### config.mk
export PLATFORM = sky130hd
export DESIGN_NAME = aram_1r1w1ck_init_pipe
export DESIGN_NICKNAME = d
export VERILOG_FILES = /design/src/rtl/aram_pkg.sv /design/src/rtl/aram_1r1w1ck_core.sv /design/src/rtl/aram_1r1w1ck_init_pipe.sv
export SDC_FILE = /design/constraint.sdc
export NUM_CORES = 2
export LEC_CHECK = 0
export ABC_CLOCK_PERIOD_IN_PS = 8000
export BUFFER_PORTS_ARGS = -buffer_cell sky130_fd_sc_hd__buf_4
export CORE_UTILIZATION = 30
export DETAILED_ROUTE_END_ITERATION = 8
export GPL_ROUTABILITY_DRIVEN = 0
export PLACE_DENSITY = 0.53
export SLEW_MARGIN = 20
export SYNTH_ARGS = -nofsm -noshare
export SYNTH_HDL_FRONTEND = slang
export SYNTH_SLANG_ARGS = --single-unit
### constraint.sdc
create_clock -name clk -period 8 [get_ports clk]
set_input_delay 0.4 -clock clk [delete_from_list [all_inputs] [get_ports clk]]
set_output_delay 0.4 -clock clk [all_outputs]
set_load 0.02 [all_outputs]
### src/rtl/aram_pkg.sv
// Shared types and elaboration helpers for the aram_1r1w1ck family of RAM wrappers.
package aram_pkg;

   typedef enum logic {
      INIT  = 1'b0,
      READY = 1'b1
   } state_t;

   // Minimum of 1 so a single-entry RAM still gets a legal address port.
   function automatic int clog2(input int n);
      int r;
      r = 0;
      for (int i = 0; i < 31; i++) begin
         if ((1 << i) < n) r = i + 1;
      end
      return (r < 1) ? 1 : r;
   endfunction

   function automatic int nlane(input int width, input int lane_w);
      return width / lane_w;
   endfunction

endpackage

### src/rtl/aram_1r1w1ck_core.sv
// Bare DEPTH x WIDTH storage array: per-lane write enable, registered read, no reset.
module aram_1r1w1ck_core #(
   parameter int WIDTH  = 56,
   parameter int DEPTH  = 64,
   parameter int AWIDTH = 6,
   parameter int LANE_W = 8,
   parameter int NLANE  = 7
) (
   input  logic              clk,
   input  logic              we,
   input  logic [NLANE-1:0]  wbe,
   input  logic [AWIDTH-1:0] waddr,
   input  logic [WIDTH-1:0]  wdata,
   input  logic              re,
   input  logic [AWIDTH-1:0] raddr,
   output logic [WIDTH-1:0]  rdata
);

   logic [WIDTH-1:0] mem [DEPTH];

   // NOTE: no reset on the array or its read register; a reset here would stop
   // block-RAM inference. The wrapper's init sweep provides the known contents.
   always_ff @(posedge clk) begin
      if (we) begin
         for (int i = 0; i < NLANE; i++) begin
            if (wbe[i]) mem[waddr][i*LANE_W +: LANE_W] <= wdata[i*LANE_W +: LANE_W];
         end
      end
      if (re) rdata <= mem[raddr];
   end

endmodule

### src/rtl/aram_1r1w1ck_init_pipe.sv
// Simple dual-port RAM wrapper: post-reset init sweep, write-to-read bypass,
// range checking and a 1- or 2-cycle read pipeline with valid/error strobes.
module aram_1r1w1ck_init_pipe
   import aram_pkg::*;
#(
   parameter int               WIDTH    = 56,
   parameter int               DEPTH    = 64,
   parameter int               AWIDTH   = clog2(DEPTH),
   parameter int               LANE_W   = 8,
   parameter int               RD_LAT   = 1,
   parameter int               BYPASS   = 1,
   parameter logic [WIDTH-1:0] INIT_VAL = '0
) (
   input  logic                           clk,
   input  logic                           reset,
   input  logic                           ena,
   input  logic                           wea,
   input  logic [nlane(WIDTH,LANE_W)-1:0] wbe,
   input  logic [AWIDTH-1:0]              addra,
   input  logic [WIDTH-1:0]               dia,
   input  logic                           enb,
   input  logic [AWIDTH-1:0]              addrb,
   output logic [WIDTH-1:0]               dob,
   output logic                           dob_valid,
   output logic                           addr_err,
   output logic                           init_done
);

   localparam int NLANE = nlane(WIDTH, LANE_W);

   if ((RD_LAT != 1) && (RD_LAT != 2)) begin : g_bad_rd_lat
      $error("aram_1r1w1ck_init_pipe: RD_LAT must be 1 or 2");
   end
   if ((WIDTH % LANE_W) != 0) begin : g_bad_lane_w
      $error("aram_1r1w1ck_init_pipe: WIDTH must be a multiple of LANE_W");
   end

   state_t            state, state_nxt;
   logic [AWIDTH-1:0] init_ptr, init_ptr_nxt;

   always_ff @(posedge clk) begin
      if (reset) begin
         state    <= INIT;
         init_ptr <= '0;
      end else begin
         state    <= state_nxt;
         init_ptr <= init_ptr_nxt;
      end
   end

   // NOTE: every combinational output gets a default first so no path infers a latch.
   always_comb begin
      state_nxt    = state;
      init_ptr_nxt = init_ptr;
      case (state)
         INIT: begin
            init_ptr_nxt = init_ptr + 1'b1;
            if (init_ptr == AWIDTH'(DEPTH - 1)) begin
               state_nxt    = READY;
               init_ptr_nxt = '0;
            end
         end
         READY:   state_nxt = READY;
         default: state_nxt = INIT;
      endcase
   end

   assign init_done = (state == READY);

   // With a power-of-two depth every address is legal, so skip the compare.
   logic wr_in_range, rd_in_range;
   if (DEPTH == (1 << AWIDTH)) begin : g_full_range
      assign wr_in_range = 1'b1;
      assign rd_in_range = 1'b1;
   end else begin : g_part_range
      assign wr_in_range = (addra < AWIDTH'(DEPTH));
      assign rd_in_range = (addrb < AWIDTH'(DEPTH));
   end

   logic wr_acc, rd_acc, collide;
   assign wr_acc  = init_done & ena & wea & wr_in_range;
   assign rd_acc  = init_done & enb;
   assign collide = (BYPASS != 0) & wr_acc & rd_acc & (addra == addrb);

   logic [NLANE-1:0] core_wbe;
   logic [WIDTH-1:0] core_q;

   assign core_wbe = init_done ? wbe : {NLANE{1'b1}};

   aram_1r1w1ck_core #(
      .WIDTH (WIDTH),
      .DEPTH (DEPTH),
      .AWIDTH(AWIDTH),
      .LANE_W(LANE_W),
      .NLANE (NLANE)
   ) u_core (
      .clk  (clk),
      .we   (init_done ? wr_acc : 1'b1),
      .wbe  (core_wbe),
      .waddr(init_done ? addra : init_ptr),
      .wdata(init_done ? dia : INIT_VAL),
      .re   (rd_acc & rd_in_range),
      .raddr(addrb),
      .rdata(core_q)
   );

   // Stage 1 sidebands. s1_zero comes up set so dob reads 0 straight out of reset.
   logic             s1_valid, s1_zero, s1_byp;
   logic [NLANE-1:0] s1_wbe;
   logic [WIDTH-1:0] s1_wd, s1_data;

   // NOTE: sequential state uses non-blocking assignments only.
   always_ff @(posedge clk) begin
      if (reset) begin
         s1_valid <= 1'b0;
         s1_zero  <= 1'b1;
         s1_byp   <= 1'b0;
      end else begin
         s1_valid <= rd_acc;
         if (rd_acc) begin
            s1_zero <= ~rd_in_range;
            s1_byp  <= collide;
         end
      end
   end

   // Bypass payload is only consulted while s1_byp is set, so it needs no reset.
   always_ff @(posedge clk) begin
      if (rd_acc) begin
         s1_wbe <= wbe;
         s1_wd  <= dia;
      end
   end

   always_comb begin
      s1_data = core_q;
      if (s1_byp) begin
         for (int i = 0; i < NLANE; i++) begin
            if (s1_wbe[i]) s1_data[i*LANE_W +: LANE_W] = s1_wd[i*LANE_W +: LANE_W];
         end
      end
      if (s1_zero) s1_data = '0;
   end

   if (RD_LAT == 2) begin : g_lat2
      logic             s2_valid, s2_err;
      logic [WIDTH-1:0] s2_data;

      always_ff @(posedge clk) begin
         if (reset) begin
            s2_valid <= 1'b0;
            s2_err   <= 1'b0;
            s2_data  <= '0;
         end else begin
            s2_valid <= s1_valid;
            s2_err   <= s1_valid & s1_zero;
            if (s1_valid) s2_data <= s1_data;
         end
      end

      assign dob       = s2_data;
      assign dob_valid = s2_valid;
      assign addr_err  = s2_err;
   end else begin : g_lat1
      assign dob       = s1_data;
      assign dob_valid = s1_valid;
      assign addr_err  = s1_valid & s1_zero;
   end

endmodule

==> metrics.md <==
| Metric | Value |
|---|---|
| Nets in the synthesized netlist | `approximately 6,500` |
| Vias | `about 69,000` |
| Setup crit start | `init_done$_SDFF_PP0_` |
| Flop-to-flop setup slack | `3930 ps` |
| Max Fclk | `0.246 GHz` |
| Root buf cell | `clkbuf_16` |
| Most used cell, CP | `nor2_1` |
| H-tree depth | `5` |
| Worst Hold Class | `in2reg` |
| P_leak | `between 50 and 60 nW` |
| Sequential power share | `0.527` |
| Final Non-Filler Cells | `about 14,000` |
| Yosys reg bits | `around 3,700` |
| Via-per-instance ratio | `between 5 and 6` |
| Die area | `slightly below 500,000 µm²` |
| Hold WS | `between 80 and 90 ps` |
| Clock tree from TritonCTS | `built` |
| Setup TNS | `0 ps` |
| Combinational Power Share | `0.040` |
| Die Y | `approximately 690 µm` |
| CP Launch Type | `flip-flop` |
| Min-delay src | `enb` |
| Final Max Tran Viols | `0` |
| Sw Pwr | `about 8.5 mW` |
| Final ANT Viol Nets | `0` |
| Worst EP required | `roughly 8600 ps` |
| First-pass GRT wire length | `approximately 570,000 µm` |
| Crit path kind | `reg2reg` |
| Register area share after synthesis | `0.778` |
| CTS buffer count | `between 300 and 400` |
| Initial antenna violation count | `44` |
| Worst path cell trace | `mux2_2 -> nor2_1 -> nand2_1 -> nor2_1` |
| # DRC | `0` |
| Unrepaired setup endpoints after global routing | `false` |
| R2R Path Start | `init_done$_SDFF_PP0_` |
| Grt total ovfl | `0` |
| Final Critical Period | `roughly 4100 ps` |
| Part of the cycle the worst path needs | `0.509` |
| Post-synth cell types | `39` |
| Initial core utilization | `0.301` |
| Vias in the first global route | `approximately 70,000` |
| Sw frac | `0.211` |
| CP arrival | `roughly 4600 ps` |
| Crit Path Max Fanout | `29` |
| Core area | `475,000 µm²` |
| Share of cells above drive strength 1 | `0.288` |
| Sink Count | `around 3,700` |
| Critical path's largest stage delay | `~1100 ps` |
| Max-cap violations | `0` |
| CP Capture Type | `flip-flop` |
| Post-Syn Area | `approximately 140,000 µm²` |
| I/O Buffers | `138` |
| Post-Syn Instances | `between 6,000 and 7,000` |
| IO Pins | `~140` |
| Deepest clock path buffer count | `4` |
| Largest net degree at the start of global routing | `about 120` |
| Reg2reg path depth | `4` |
| DRT iter0 DRCs | `8,152` |
| Rows | `about 250` |
| GR Util All Layers | `0.169` |
| DP Wirelength | `257,000 µm` |
| Fin. Hold Viols | `0` |
| Status | `finished, final reports clean` |
| Actual slew at the worst max-slew pin | `between 1000 and 1500 ps` |
| Cell internal pwr | `around 32 mW` |
| Critical R2R Capture | `u_core.mem[38][21]$_DFFE_PP_` |
| Worst skew pair latency | `about 970 ps` |
| PwrDens | `between 200 and 250 nW/µm²` |
| Dpl cells | `roughly 13,000` |
| CP max-delay cell | `nor2_1` |
| Final nets | `around 6,900` |
| Post-synthesis async set-or-reset flop share | `0` |
| Syn_area_per_cell | `between 20 and 25 µm²` |
| Ys flop type | `edfxtp_1` |
| Clock skew | `between 70 and 80 ps` |
| Post-synth EDFFs | `~3,700` |
| Setup Viol. Count Final | `0` |
| Worst slack, placed | `about 3800 ps` |
| Area growth, synth to finish | `15.5%` |
| Drt pass-1 iters | `7` |
| Clk pwr share | `0.433` |
| Utilization after layout | `0.348` |
| Die W | `just under 700 µm` |
| Wire per inst | `30.8 µm` |
| Yosys warns | `0` |
| Post-cts resize count | `0` |
| Max IR drop VDD | `roughly 0.19 mV` |
| Crit path to | `u_core.mem[38][21]$_DFFE_PP_` |
| Worst setup margin | `3930 ps` |
| Slew headroom | `0.156` |
| Final WL | `roughly 420,000 µm` |
| Worst-path clk slew | `~70 ps` |
[cell usage after synthesis (3+ instances only)]
cell type,n,area (µm²)
or3b_2,3,26.3
edfxtp_1,3703,111000
a211oi_1,14,105
a31oi_1,4,25.0
nor2_1,496,1860
inv_1,6,22.5
and2_1,59,369
o221ai_1,48,420
xnor2_1,8,70.1
buf_1,40,150
a21oi_1,164,821
nor3_1,3,15.0
nand2_1,136,510
buf_2,112,561
nand3b_1,3,22.5
o21ai_0,65,325
o22ai_1,56,350
buf_6,5,56.3
mux4_2,1043,23500
clkbuf_1,188,706
a21boi_0,7,52.6
mux2i_1,103,1030
mux2_2,15,169
nand3_1,61,305
dfxtp_1,10,200
buf_4,23,173
[per-stage QoR]
step	total power, mW	instance area (µm²)
floorplan	22.6	143000
global placement	23.2	152000
detailed placement	23.3	153000
CTS	40.6	165000
global route	41.3	165000
finish	40.3	165000
[worst max-delay path, delay by kind of cell, from the launching register on]
kind             cells  cell delay (ps)
flip-flops           1              600
multiplexers         1              420
AND/OR/NAND/NOR      3             2570
[layout make-up]
class	count	area [µm²]
antenna	33	82.6
clock buffer	457	9900
clock inverter	242	2180
fill	43800	310000
inverter	8	46.3
multi-input combinational	2306	30400
sequential	3713	111000
tap	6375	7980
timing repair buffer	396	3370
[power groups by stage]
stage	Combinational [mW]	Sequential [mW]	Clock, mW
after floorplan	1.02	21.6	0
after global placement	1.61	21.6	0
after detailed placement	1.61	21.6	0
after CTS	1.64	21.2	17.7
after global routing	1.69	21.2	18.4
final	1.62	21.2	17.4
[worst min path at each step]
| stage | end | slack (ps) | cells past startpoint |
|---|---|---|---|
| final | s1_zero$_SDFFE_PP1N_ | 90 | 3 |
| after global routing | s1_zero$_SDFFE_PP1N_ | 90 | 3 |
| after CTS | s1_zero$_SDFFE_PP1N_ | 10 | 3 |
| after detailed placement | init_ptr[3]$_SDFFE_PP0N_ | 540 | 2 |
| after global placement | init_ptr[3]$_SDFFE_PP0N_ | 510 | 2 |
| after floorplan | init_ptr[3]$_SDFFE_PP0N_ | 490 | 2 |
[cells in the final DEF, fill, tap and decap left out, types with 4 or more instances in the layout]
cell / Yosys / layout
mux2i_1: 103 / 103
inv_1: 6 / 4
a211oi_1: 14 / 14
buf_8: 0 / 4
xnor2_1: 8 / 8
clkinv_16: 0 / 4
diode_2: 0 / 33
clkinv_4: 0 / 6
mux4_2: 1043 / 1043
inv_16: 0 / 5
a21oi_1: 164 / 164
nand2_1: 136 / 125
nand2_2: 0 / 10
dfxtp_1: 10 / 7
bufinv_16: 0 / 32
clkinvlp_4: 0 / 7
clkinv_1: 0 / 91
o221ai_1: 48 / 48
buf_4: 23 / 310
o21ai_0: 65 / 65
dlygate4sd3_1: 0 / 67
inv_6: 0 / 10
nor2_1: 496 / 456
edfxtp_1: 3703 / 3703
o22ai_1: 56 / 56
nor2_2: 0 / 37
buf_12: 0 / 14
mux2_2: 15 / 15
and2_2: 0 / 55
a21boi_4: 0 / 7
a31oi_1: 4 / 4
clkinv_2: 0 / 85
nand3_1: 61 / 60
clkbuf_16: 0 / 385
clkbuf_1: 188 / 72
[cells by family after synthesis]
group / synth area share
AOI/OAI and AO/OA: 0.0149
adders and majority gates: 0.0000874
muxes: 0.172
DFF: 0.778
xor gates and xnor gates: 0.000489
buffers and inverters: 0.0117
and+or+nand+nor: 0.0224
[per-layer routing]
layer	track usage	wire [µm]
met2	0.274	201000
met4	0.0511	12400
met1	0.229	170000
met3	0.0352	33000
met5	0	65
[sequential cells by signal (all words and copies together) (netlist names)]
register,flops
dob_valid,1
u_core.rdata,56
u_core.mem,3584
s1_zero,1
s1_byp,1
init_ptr,6
init_done,1
s1_wd,56
s1_wbe,7
[repair_timing]
item                      CTS  global route
setup buffers               0             0
hold buffers               67             0
hold endpoints to repair   81             0
(Power assumes the default switching activity.)
